File: src/rtl/pipe_pkg.sv
// Shared pipeline-stage definitions: occupancy state encoding and the
// payload widths of the individual stage registers.
package pipe_pkg;

   localparam logic [1:0] OCC_EMPTY = 2'd0;
   localparam logic [1:0] OCC_FULL  = 2'd1;
   localparam logic [1:0] OCC_SKID  = 2'd2;

   localparam int IF_ID_W  = 64;
   localparam int ID_EX_W  = 106;
   localparam int EX_MEM_W = 72;
   // dst_reg(5) + reg_write + mem_to_reg + alu(32) + mem(32)
   localparam int MEM_WB_W = 71;

   function automatic logic [1:0] occ_state(input logic main_v, input logic skid_v);
      logic [1:0] s;
      if (!main_v)
         s = OCC_EMPTY;
      else if (skid_v)
         s = OCC_SKID;
      else
         s = OCC_FULL;
      return s;
   endfunction

endpackage

File: src/rtl/pipe_entry_reg.sv
// One pipeline entry: a payload register plus its valid bit. Clearing only
// drops the valid bit; the payload keeps its last loaded value.
module pipe_entry_reg
   import pipe_pkg::*;
#(
   parameter int DATA_W = MEM_WB_W
) (
   input  logic              clock,
   input  logic              reset,
   input  logic              load,
   input  logic              clear,
   input  logic [DATA_W-1:0] d,
   output logic [DATA_W-1:0] q,
   output logic              valid
);

   always_ff @(posedge clock) begin
      if (reset) begin
         q     <= '0;
         valid <= 1'b0;
      end else begin
         if (load)
            q <= d;
         if (clear)
            valid <= 1'b0;
         else if (load)
            valid <= 1'b1;
      end
   end

endmodule

File: src/rtl/pipe_stage_skid.sv
// Generic pipeline stage register with valid/ready handshake, flush and an
// optional second (skid) entry that keeps in_ready off the out_ready path.
module pipe_stage_skid
   import pipe_pkg::*;
#(
   parameter int DATA_W   = MEM_WB_W,
   parameter int SKID     = 1,
   parameter int ZERO_INV = 1
) (
   input  logic              clock,
   input  logic              reset,
   input  logic              in_valid,
   output logic              in_ready,
   input  logic [DATA_W-1:0] in_data,
   input  logic              flush,
   output logic              out_valid,
   input  logic              out_ready,
   output logic [DATA_W-1:0] out_data,
   output logic [1:0]        occupancy
);

   logic              main_valid, skid_valid;
   logic [DATA_W-1:0] main_q, skid_q, main_d;
   logic              main_load, main_clear, skid_load, skid_clear;
   logic              accept, consume;
   logic [1:0]        state;

   assign state     = occ_state(main_valid, skid_valid);
   assign occupancy = state;
   assign out_valid = main_valid;
   assign accept    = in_valid & in_ready;
   assign consume   = out_valid & out_ready;

   // With a skid entry, in_ready depends only on the skid valid flop.
   if (SKID != 0) begin : g_ready_reg
      assign in_ready = !skid_valid;
   end else begin : g_ready_comb
      assign in_ready = !main_valid | out_ready;
   end

   always_comb begin
      main_load  = 1'b0;
      main_clear = 1'b0;
      skid_load  = 1'b0;
      skid_clear = 1'b0;
      main_d     = in_data;
      case (state)
         OCC_EMPTY: main_load = accept;
         OCC_FULL: begin
            if (accept) begin
               if (consume)
                  main_load = 1'b1;
               else
                  skid_load = 1'b1;
            end else if (consume) begin
               main_clear = 1'b1;
            end
         end
         OCC_SKID: begin
            if (consume) begin
               main_load  = 1'b1;
               main_d     = skid_q;
               skid_clear = 1'b1;
            end
         end
         default: ;
      endcase
      // Flush drops every entry and discards a same-cycle accept.
      if (flush) begin
         main_load  = 1'b0;
         skid_load  = 1'b0;
         main_clear = 1'b1;
         skid_clear = 1'b1;
      end
   end

   pipe_entry_reg #(.DATA_W(DATA_W)) main (
      .clock (clock),
      .reset (reset),
      .load  (main_load),
      .clear (main_clear),
      .d     (main_d),
      .q     (main_q),
      .valid (main_valid)
   );

   if (SKID != 0) begin : g_skid
      pipe_entry_reg #(.DATA_W(DATA_W)) skid (
         .clock (clock),
         .reset (reset),
         .load  (skid_load),
         .clear (skid_clear),
         .d     (in_data),
         .q     (skid_q),
         .valid (skid_valid)
      );
   end else begin : g_no_skid
      logic unused_skid_ctl;
      assign unused_skid_ctl = ^{skid_load, skid_clear};
      assign skid_q          = '0;
      assign skid_valid      = 1'b0;
   end

   // Bubbles present an all-zero payload so downstream never sees reg_write.
   if (ZERO_INV != 0) begin : g_zero_inv
      assign out_data = main_valid ? main_q : '0;
   end else begin : g_raw_out
      assign out_data = main_q;
   end

endmodule

File: config.mk
export PLATFORM = sky130hd
export DESIGN_NAME = pipe_stage_skid
export DESIGN_NICKNAME = d
export VERILOG_FILES = /design/src/rtl/pipe_pkg.sv /design/src/rtl/pipe_entry_reg.sv /design/src/rtl/pipe_stage_skid.sv
export SDC_FILE = /design/constraint.sdc
export NUM_CORES = 1
export LEC_CHECK = 0
export BUFFER_PORTS_ARGS = -buffer_cell sky130_fd_sc_hd__buf_2
export CAP_MARGIN = 20
export CORE_MARGIN = 2
export CORE_UTILIZATION = 55
export CTS_BUF_LIST = sky130_fd_sc_hd__clkbuf_8
export CTS_CLUSTER_DIAMETER = 50
export DETAILED_ROUTE_END_ITERATION = 7
export PLACE_DENSITY = 0.8
export SYNTH_ARGS = -nofsm -noshare
export SYNTH_HDL_FRONTEND = slang
export SYNTH_SLANG_ARGS = --single-unit
File: constraint.sdc
create_clock -name clock -period 4.2 [get_ports clock]
set_clock_uncertainty 0.15 [all_clocks]
set_input_delay 0.63 -clock clock [delete_from_list [all_inputs] [get_ports clock]]
set_output_delay 0.63 -clock clock [all_outputs]
set_load 0.01 [all_outputs]
After elaboration in Yosys (flattened, before gate mapping)
Index checks and enable logic that the tools add are counted.
{"block": "op_classes", "bitwise_logic": 2, "n_eq_ne": 2, "n_mux": 18, "reduce_logical": 4}
{"cell": "71-bit 2-to-1 mux", "count": 3}
{"cell": "1-bit 2-to-1 mux", "count": 12}
{"cell": "2-bit 2-to-1 mux", "count": 2}
{"cell": "2-bit OR reduction", "count": 2}
{"cell": "1-bit one-hot mux with 3 select lines", "count": 1}
{"cell": "1-bit AND", "count": 2}
{"cell": "2-bit by 1-bit == test with 1-bit output (second input constant)", "count": 1}
{"cell": "2-bit == test (second input constant)", "count": 1}
{"cell": "2-bit logical NOT", "count": 1}
{"cell": "1-bit logical NOT", "count": 1}
{"block": "word_totals", "elab_cells": 30, "in_bits": 76, "regBits": 144, "out_inout_bits": 75}

Longest topological paths before layout
Gate-level depths: netlist of run 1.
{"block": "logic_depth", "ltp_word": 6, "mapped_depth": 7}

Hierarchy
Synthesis of run 1 repeated with hierarchy kept, for this count alone.
{"block": "unflattened", "hier_cells": 632, "hier_area_um2": 6577.6}
{"module": "pipe_entry_reg", "cells_per_inst": 232, "seq_area_each_um2": 1441.4, "area_per_inst_um2": 2576.2, "n_inst": 2}
{"module": "pipe_stage_skid", "cells_per_inst": 168, "seq_area_each_um2": 0.0, "area_per_inst_um2": 1425.1, "n_inst": 1}

Worst setup path after synthesis of run 1
OpenSTA, ideal clock, no wires.
{"block": "synth_path", "path_type": "reg2out", "start": "register main.valid", "end": "output out_data[57]", "path_stages_with_launch": 4, "required_ns": 3.420, "t_arrival_ns": 1.117, "path_slack_ns": 2.303, "path_cell_list": "dfxtp_1 > clkbuf_1 > clkbuf_1 > and2_1"}
{"block": "synth_via", "elab_chain_len": 1}
{"element": "start: declaration", "line": "pipe_entry_reg.sv:14", "text": "output logic valid"}
{"element": "start signal: assignment", "line": "pipe_entry_reg.sv:20", "text": "valid <= 1'b0;"}
{"element": "start signal: assignment", "line": "pipe_entry_reg.sv:25", "text": "valid <= 1'b0;"}
{"element": "start signal: assignment", "line": "pipe_entry_reg.sv:27", "text": "valid <= 1'b1;"}
{"element": "71-bit 2-to-1 mux", "line": "pipe_stage_skid.sv:106", "text": "assign out_data = main_valid ? main_q : '0;"}
{"element": "end: declaration", "line": "pipe_stage_skid.sv:18", "text": "output logic [DATA_W-1:0] out_data,"}
No other way between the ends.

Worst setup path in the final report of run 1
{"block": "layout_path", "start": "register main.valid", "end": "output out_data[40]"}
Same word-level chain as after synthesis.

==> flow_metrics.tcl, run 1 <==
set metrics [dict create \
    ant_nets 0 \
    insertion_delay_ns 0.44 \
    syn_nets 907 \
    grt_util_met1_pct 36.40 \
    wl_um 18940 \
    async_flop_share_pct 0 \
    viasPerCell 6.009 \
    yosysSeqAreaShare_pct 41.03 \
    slew_headroom_pct 35.02 \
    first_pass_iters 7 \
    area_delta_synth_final_pct 15.69 \
    synthAdderAreaFrac_pct 0 \
    cp_data_arrival_time_ns 1.84 \
    worst_slack_ns 1.580 \
    fin_nets 987 \
    rsz0062_at_grt "false" \
    final_area_mm2 0.008129 \
    postCtsSetupRepairBufs 0 \
    netlist_area_mm2 0.007027 \
    cts_tree "yes" \
    die_h_um 117.0 \
    die_area_mm2 0.01370 \
    synth_top_family_by_area "compound AO/OA/AOI/OAI gates" \
    portBuffers 150 \
    p_leak_nw 3.084 \
    placed_cell_area_mm2 0.007684 \
    drv_slew 0 \
    finalCriticalPeriod_ns 2.620 \
    worst_slew_pin_slew_ns 0.9747 \
    diodes 0 \
    synth-compound-area-share_pct 31.89 \
    ir_worst_vdd_mv 0.1771 \
    start_util_pct 55.91 \
    layout-drive-gt1-share_pct 29.72 \
    ys_ff_latch 144 \
    use_met2_pct 45.13 \
    grt_max_degree 103 \
    dp_hpwl_um 10800 \
    ys.flop_type "dfxtp_1" \
    power_mw 2.994 \
    setup_viol 0 \
    coreArea_mm2 0.01257 \
    dp_slack_ns 1.563 \
    crit_chain "buf_4 -> and2_1 -> buf_2" \
    fin_crit_sh_pct 62.37 \
    critical-path-slowest-cell "buf_4" \
    synth_cell_types 26 \
    cts_hold_buffers 0 \
    clk_pin_slew_ns 0.08 \
    hold_path.class "in -> reg" \
    synth_edf_count 0 \
    synth_warnings 0 \
    hold_viol_final 0 \
    final_common_cell "buf_2" \
    p_per_area_mw_per_mm2 368.3 \
    setup_tns_ns 0 \
    max_stage_delay_ns 0.53 \
    cts_root_buf "clkbuf_8" \
    overflow 0 \
    cts_max_level 4 \
    busiest_layer "met2" \
    routedWlPerCell_um 17.31 \
    die_w_um 117.0 \
    clock_path_buffers 2 \
    worstSetupPathType "reg -> out" \
    grt_pass1_wl_um 29890 \
    status "finished, final reports clean" \
    synth_simple_gate_area_share_pct 20.03 \
    syn_inst 831 \
    synth_xor_area_share_pct 0 \
    grt_pass1_vias 5806 \
    cts_buffers 17 \
    max_cap_violations 0 \
    cp-end-kind "output port" \
    cts_resized 0 \
    cts_sinks 144 \
    drt_iter0_markers 703 \
    grt.total_usage_pct 27.48 \
    io_pins 151 \
    utilization_pct 64.68 \
    layout_common_cells "buf_2 (149), dfxtp_1 (143), nand2_1 (142)" \
    post-route-drc-count 0 \
    crit_fanout 72 \
    worstPathRequired_ns 3.42 \
    synthMuxAreaShare_pct 0 \
    max_clock_freq_mhz 381.7 \
    num_rows 41 \
    critPathLaunchType "flip-flop" \
    globalplace.congestion 0.7816 \
    globalRouteMet3Util_pct 6.025 \
    syn_avg_cell_area_um2 8.456 \
    detailroute.via_count 6574 \
    antenna_found_initial 0 \
]
-- synth_stat cells, types with 2 or more instances --
library cell	number	area share [%]
a21oi_1	71	5.1
a311oi_2	70	15
a31oi_1	71	6.3
and2_1	72	6.4
and3_1	2	0.18
buf_1	7	0.37
buf_2	18	1.3
buf_6	10	1.6
clkbuf_1	67	3.6
dfxtp_1	144	41
nand2_1	142	7.6
nand2b_1	3	0.27
nand3_1	72	5.1
o21ai_1	70	5.0
-- worst max-delay path, delay by kind of cell, from the launching register on --
kind / cells / cell delay [ns]
DFF: 1 / 0.46
and+or+nand+nor: 1 / 0.26
buffers and inverters: 2 / 0.68
-- final cells by class --
class                   count  area, µm²
well taps                 172      215.2
flip-flops and latches    144       2884
fillers                  1096       4439
clock inverters             9      156.4
inverters                   2      7.507
repair buffers            164      874.6
multi-input cells         582       3702
clock buffers              21      289.0
-- state kept, by name, indices dropped and copies added, names as in the netlist --
name	count
main.valid	1
g_skid.skid.q	71
main.q	71
g_skid.skid.valid	1
-- kinds of logic after synthesis --
group | Yosys count
AO/OA/AOI/OAI | 287
AND/OR/NAND/NOR | 295
flip-flops | 144
buffers and inverters | 105
-- worst paths after layout --
kind,cells after the start,slack [ns],end,from
max,3,1.58,out_data[40],main.valid
max reg2reg,5,1.63,g_skid.skid.q[17],main.valid
min,3,0.29,g_skid.skid.q[30],in_data[30]
min reg2reg,2,0.33,g_skid.skid.q[3],g_skid.skid.q[3]
-- stage by stage --
stage / hold WS, ns / std cells
2_1_floorplan: 0.3041 / 831
3_3_place_gp: 0.3138 / 1064
3_5_place_dp: 0.3210 / 1064
4_1_cts: 0.2693 / 1094
5_1_grt: 0.2803 / 1094
6_report: 0.2902 / 1094
-- metal layers --
layer / share of wire, % / wire, µm
met1: 43 / 8054
met2: 49 / 9249
met3: 6.7 / 1260
met4: 2.0 / 374
met5: 0 / 0
-- where the power goes --
part	switching [mW]	total, mW	internal [mW]
sequential	0.0268	1.45	1.42
clock	0.509	1.21	0.705
combinational	0.206	0.334	0.128
total	0.742	2.99	2.25
Power figures use the tool's default switching activity.
==> inputs of run 2 (changes only) <==
--- a/config.mk
+++ b/config.mk
@@ -8,11 +8,11 @@
 export BUFFER_PORTS_ARGS = -buffer_cell sky130_fd_sc_hd__buf_2
 export CAP_MARGIN = 20
 export CORE_MARGIN = 2
-export CORE_UTILIZATION = 55
+export CORE_UTILIZATION = 51
 export CTS_BUF_LIST = sky130_fd_sc_hd__clkbuf_8
 export CTS_CLUSTER_DIAMETER = 50
 export DETAILED_ROUTE_END_ITERATION = 7
-export PLACE_DENSITY = 0.8
+export PLACE_DENSITY = 0.78
 export SYNTH_ARGS = -nofsm -noshare
 export SYNTH_HDL_FRONTEND = slang
 export SYNTH_SLANG_ARGS = --single-unit
==> constraint.sdc (replaced) <==
create_clock -name clock -period 2.1 [get_ports clock]
set_clock_uncertainty 0.15 [all_clocks]
set_input_delay 0.315 -clock clock [delete_from_list [all_inputs] [get_ports clock]]
set_output_delay 0.315 -clock clock [all_outputs]
set_load 0.01 [all_outputs]
==> flow_metrics.tcl, run 2 (synthesized netlist as in run 1, its figures left out) <==
set metrics [dict create \
    setup_viol 0 \
    max_stage_delay_ns 0.45 \
    multi_input_area_mm2 0.003710 \
    hold_path.class "in -> reg" \
    placed_cell_area_mm2 0.007946 \
    worstSetupPathType "reg -> out" \
    portBuffers 150 \
    globalplace.congestion 0.7951 \
    crit_chain "buf_6 -> nor2b_1 -> buf_2" \
    wl_um 20670 \
    grt_max_degree 74 \
    ant_nets 0 \
    critical-path-slowest-cell "dfxtp_4" \
    critPathLaunchType "flip-flop" \
    clk_pin_slew_ns 0.08 \
    antenna_found_initial 0 \
    worstHoldStart "reset" \
    overflow 0 \
    final_area_mm2 0.009131 \
    cp-end-kind "output port" \
    post-route-drc-count 0 \
    layout-drive-gt1-share_pct 28.61 \
    worst_slew_pin_slew_ns 0.8444 \
    first_pass_iters 7 \
    fin_nets 1073 \
    max_clock_freq_mhz 495.4 \
    start_util_pct 52.64 \
    slew_headroom_pct 43.71 \
    cts_max_level 4 \
    status "finished, final reports clean" \
    die_h_um 121.4 \
    area.sequential_mm2 0.002887 \
    detailroute.via_count 7011 \
    drv_slew 0 \
    worstPathRequired_ns 1.63 \
    layout_common_cells "buf_2 (149), dfxtp_1 (143), nand2_1 (142)" \
    reg2reg_from "g_skid.skid.valid" \
    insertion_delay_ns 0.46 \
    grt_pass1_vias 6577 \
    routedWlPerCell_um 17.42 \
    whs_path_depth 2 \
    reg2reg_to "main.q[67]" \
    drt_iter0_markers 799 \
    cts_sinks 144 \
    holdPathEnd "g_skid.skid.q[11]" \
    finalCriticalPeriod_ns 2.018 \
    r2r_cells 4 \
    diodes 0 \
    dp_slack_ns 0.1989 \
    dp_hpwl_um 11840 \
    grt.total_usage_pct 28.11 \
    fillers 1053 \
    postCtsSetupRepairBufs 0 \
    max_cap_violations 0 \
    cts_root_buf "clkbuf_8" \
    rsz0062_at_grt "false" \
    p_leak_nw 3.518 \
    cts_buffers 17 \
    die_area_mm2 0.01473 \
    clock_path_buffers 2 \
    grt_pass1_wl_um 32800 \
    die_w_um 121.4 \
    io_pins 151 \
    cp_data_arrival_time_ns 1.55 \
    ff2ff_setup_slack_ns 0.15 \
    cts_tree "yes" \
    viasPerCell 5.911 \
    hold_viol_final 0 \
    reg.largest.list "g_skid.skid.q: 71 flops, main.q: 71 flops" \
    worst_slack_ns 0.08158 \
    num_rows 42 \
    ir_worst_vdd_mv 0.4488 \
    p_per_area_mw_per_mm2 682.7 \
    coreArea_mm2 0.01335 \
    setup_tns_ns 0 \
    area_delta_synth_final_pct 29.95 \
    fin_crit_sh_pct 96.12 \
    crit_fanout 29 \
    final_common_cell "buf_2" \
]
[run 2: where the power goes]
| part | switching, mW | leakage (nW) | internal [mW] |
|---|---|---|---|
| clock | 1.03 | 0.241 | 1.50 |
| sequential | 0.0545 | 1.17 | 2.84 |
| combinational | 0.447 | 2.10 | 0.371 |
| total | 1.53 | 3.52 | 4.70 |
[run 2: how the worst max path moves through the flow]
stage | slack (ns) | end | cells past startpoint | startpoint
global route | 0.02 | occupancy[0] | 3 | main.valid
CTS | 0.08 | occupancy[0] | 3 | main.valid
finish | 0.08 | occupancy[0] | 3 | main.valid
floorplan | 0.52 | out_data[57] | 3 | main.valid
global placement | 0.27 | main.q[0] | 4 | g_skid.skid.valid
detailed placement | 0.20 | main.q[2] | 4 | g_skid.skid.valid
[run 2: timing repair]
action / in CTS / in global routing
gates resized for setup: 3 / 0
setup endpoints to repair: 15 / 0
hold buffers: 71 / 0
endpoints found under the hold margin: 125 / 0
[run 2: through the flow]
stage | power, mW | util (%) | std cells | hold slack, ns
final | 6.234 | 68.41 | 1186 | 0.1039
after global routing | 6.455 | 68.41 | 1186 | 0.1219
after CTS | 6.257 | 68.41 | 1186 | 0.09460
after detailed placement | 3.657 | 59.53 | 1083 | 0.3213
after global placement | 3.639 | 59.53 | 1083 | 0.3137
after floorplan | 3.409 | - | 831 | 0.3041
[run 2: final cells by class]
class / count / share of cell area (%)
multi-input cells: 582 / 40.63
flip-flops and latches: 144 / 31.61
repair buffers: 250 / 20.18
clock buffers: 20 / 3.015
well taps: 176 / 2.412
clock inverters: 12 / 2.069
inverters: 2 / 0.08221
[run 2: per-layer routing]
layer / up-vias / track usage (%) / part of all wire (%)
li1: 3339 / - / -
met1: 3323 / 33.68 / 41
met2: 284 / 47.33 / 50
met3: 65 / 5.122 / 5.4
met4: 0 / 15.80 / 3.9
met5: - / 0 / 0
[run 2: critical path, delay by kind of cell (launching register included)]
kind	cells	cell delay [ns]
DFF	1	0.45
buffers and inverters	2	0.41
and+or+nand+nor	1	0.22
==> inputs of run 3 (changes only) <==
--- a/config.mk
+++ b/config.mk
@@ -8,11 +8,11 @@
 export BUFFER_PORTS_ARGS = -buffer_cell sky130_fd_sc_hd__buf_2
 export CAP_MARGIN = 20
 export CORE_MARGIN = 2
-export CORE_UTILIZATION = 51
+export CORE_UTILIZATION = 55
 export CTS_BUF_LIST = sky130_fd_sc_hd__clkbuf_8
 export CTS_CLUSTER_DIAMETER = 50
 export DETAILED_ROUTE_END_ITERATION = 7
-export PLACE_DENSITY = 0.78
+export PLACE_DENSITY = 0.8
 export SYNTH_ARGS = -nofsm -noshare
 export SYNTH_HDL_FRONTEND = slang
 export SYNTH_SLANG_ARGS = --single-unit
==> constraint.sdc (replaced) <==
create_clock -name clock -period 2.3 [get_ports clock]
set_clock_uncertainty 0.15 [all_clocks]
set_input_delay 0.345 -clock clock [delete_from_list [all_inputs] [get_ports clock]]
set_output_delay 0.345 -clock clock [all_outputs]
set_load 0.01 [all_outputs]
==> flow_metrics.tcl, run 3 (synthesized netlist as in run 1, its figures left out) <==
set metrics [dict create \
    rsz0062_at_grt "false" \
    drv_slew 0 \
    insertion_delay_ns 0.45 \
    whs_path_depth 3 \
    hold_viol_final 0 \
    holdPathEnd "g_skid.skid.q[11]" \
    reg2reg_to "main.q[30]" \
    layout_common_cells "buf_2 (149), dfxtp_1 (143), nand2_1 (142)" \
    dp_hpwl_um 11670 \
    die_area_mm2 0.01370 \
    reg2reg_from "g_skid.skid.valid" \
    cp-end-kind "output port" \
    cp_data_arrival_time_ns 1.68 \
    fin_nets 1020 \
    clk_pin_slew_ns 0.08 \
    globalplace.congestion 0.8440 \
    antenna_found_initial 0 \
    worstSetupPathType "reg -> out" \
    drt_iter0_markers 631 \
    slew_headroom_pct 44.78 \
    crit_fanout 51 \
    crit_chain "buf_4 -> and2_1 -> buf_2" \
    viasPerCell 6.002 \
    worstHoldStart "in_data[11]" \
    whs_ns 0.01398 \
    reg.largest.list "g_skid.skid.q: 71 flops, main.q: 71 flops" \
    p_leak_nw 3.253 \
    grt.total_usage_pct 28.80 \
    r2r_cells 4 \
    grt_pass1_wl_um 31220 \
    detailroute.via_count 6776 \
    cts_resized 0 \
    wl_um 19650 \
    ff2ff_setup_slack_ns 0.29 \
    ant_nets 0 \
    diodes 0 \
    first_pass_iters 5 \
    worst_slew_pin_slew_ns 0.8284 \
    grt_max_degree 74 \
    cts_tree "yes" \
    p_per_area_mw_per_mm2 633.2 \
    clock_path_buffers 2 \
    max_stage_delay_ns 0.43 \
    die_h_um 117.0 \
    cts_root_buf "clkbuf_8" \
    setup_viol 0 \
    status "finished, final reports clean" \
    max_cap_violations 0 \
    post-route-drc-count 0 \
    portBuffers 150 \
    coreArea_mm2 0.01257 \
    area_delta_synth_final_pct 20.89 \
    routedWlPerCell_um 17.40 \
    overflow 0 \
    die_w_um 117.0 \
    cts_sinks 144 \
    hold_path.class "in -> reg" \
    cts_max_level 4 \
    critPathLaunchType "flip-flop" \
    finalCriticalPeriod_ns 2.173 \
    fin_crit_sh_pct 94.48 \
    setup_tns_ns 0 \
    io_pins 151 \
    layout-drive-gt1-share_pct 30.20 \
    num_rows 41 \
    worstPathRequired_ns 1.80 \
    start_util_pct 55.91 \
    final_common_cell "buf_2" \
    cts_buffers 17 \
    ir_worst_vdd_mv 0.5920 \
    grt_pass1_vias 6245 \
    max_clock_freq_mhz 460.2 \
    critical-path-slowest-cell "dfxtp_2" \
]
[run 3: cell types whose count changed in the layout (fill, tap and decap cells not counted)]
cell,previous run,this run
dlygate4sd3_1,71,17
buf_4,15,20
clkinvlp_4,1,4
buf_12,12,10
buf_6,3,1
bufinv_16,5,3
clkbuf_8,20,19
clkinv_4,1,0
dfxtp_2,0,1
dfxtp_4,1,0
inv_1,3,4
nand3_2,0,1
nand3_4,1,0
[run 3: area by class of cell]
type	count	area, µm²
multi-input combinational	582	3702
clock inverter	13	146.4
fill	1055	4074
clock buffer	19	261.5
timing repair buffer	197	1277
inverter	2	7.507
tap	172	215.2
sequential	144	2884
[run 3: worst max path at each step]
stage / slack, ns / end / cells past startpoint / startpoint
after global routing: 0.02 / out_data[37] / 3 / main.valid
after global placement: 0.35 / main.q[70] / 4 / g_skid.skid.valid
after CTS: 0.11 / out_data[37] / 3 / main.valid
final: 0.13 / out_data[35] / 3 / main.valid
after detailed placement: 0.30 / main.q[65] / 4 / g_skid.skid.valid
after floorplan: 0.69 / out_data[57] / 3 / main.valid
[run 3: worst max-delay path, delay by kind of cell (launching register included)]
family                 cells  cell delay, ns
buffers and inverters      2            0.55
flip-flops                 1            0.43
AND/OR/NAND/NOR            1            0.25
[run 3: through the flow]
| step | utilization, % | std cells | power, mW | instance area (µm²) | setup slack (ns) |
|---|---|---|---|---|---|
| global placement | 62.99 | 1080 | 3.318 | 7916 | 0.3456 |
| detailed placement | 62.99 | 1080 | 3.335 | 7916 | 0.3017 |
| CTS | 67.59 | 1129 | 5.385 | 8494 | 0.1069 |
| finish | 67.59 | 1129 | 5.379 | 8494 | 0.1271 |
| floorplan | - | 831 | 3.113 | 7027 | 0.6878 |
| global route | 67.59 | 1129 | 5.577 | 8494 | 0.02112 |
[run 3: power breakdown]
group | internal [mW] | switching, mW
Combinational | 0.279 | 0.391
Clock | 1.11 | 0.957
Sequential | 2.59 | 0.0500
[run 3: per-layer routing]
| layer | GRT usage (%) | vias up | part of all wire [%] |
|---|---|---|---|
| li1 | - | 3223 | - |
| met3 | 4.892 | 39 | 5.6 |
| met2 | 48.90 | 278 | 50 |
| met4 | 11.92 | 0 | 2.5 |
| met5 | 0 | - | 0 |
| met1 | 36.43 | 3236 | 42 |
[run 3: what timing repair did]
item                      in CTS  in global routing
hold buffers                  17                  0
setup buffers                  0                  0
hold endpoints to repair      17                  0
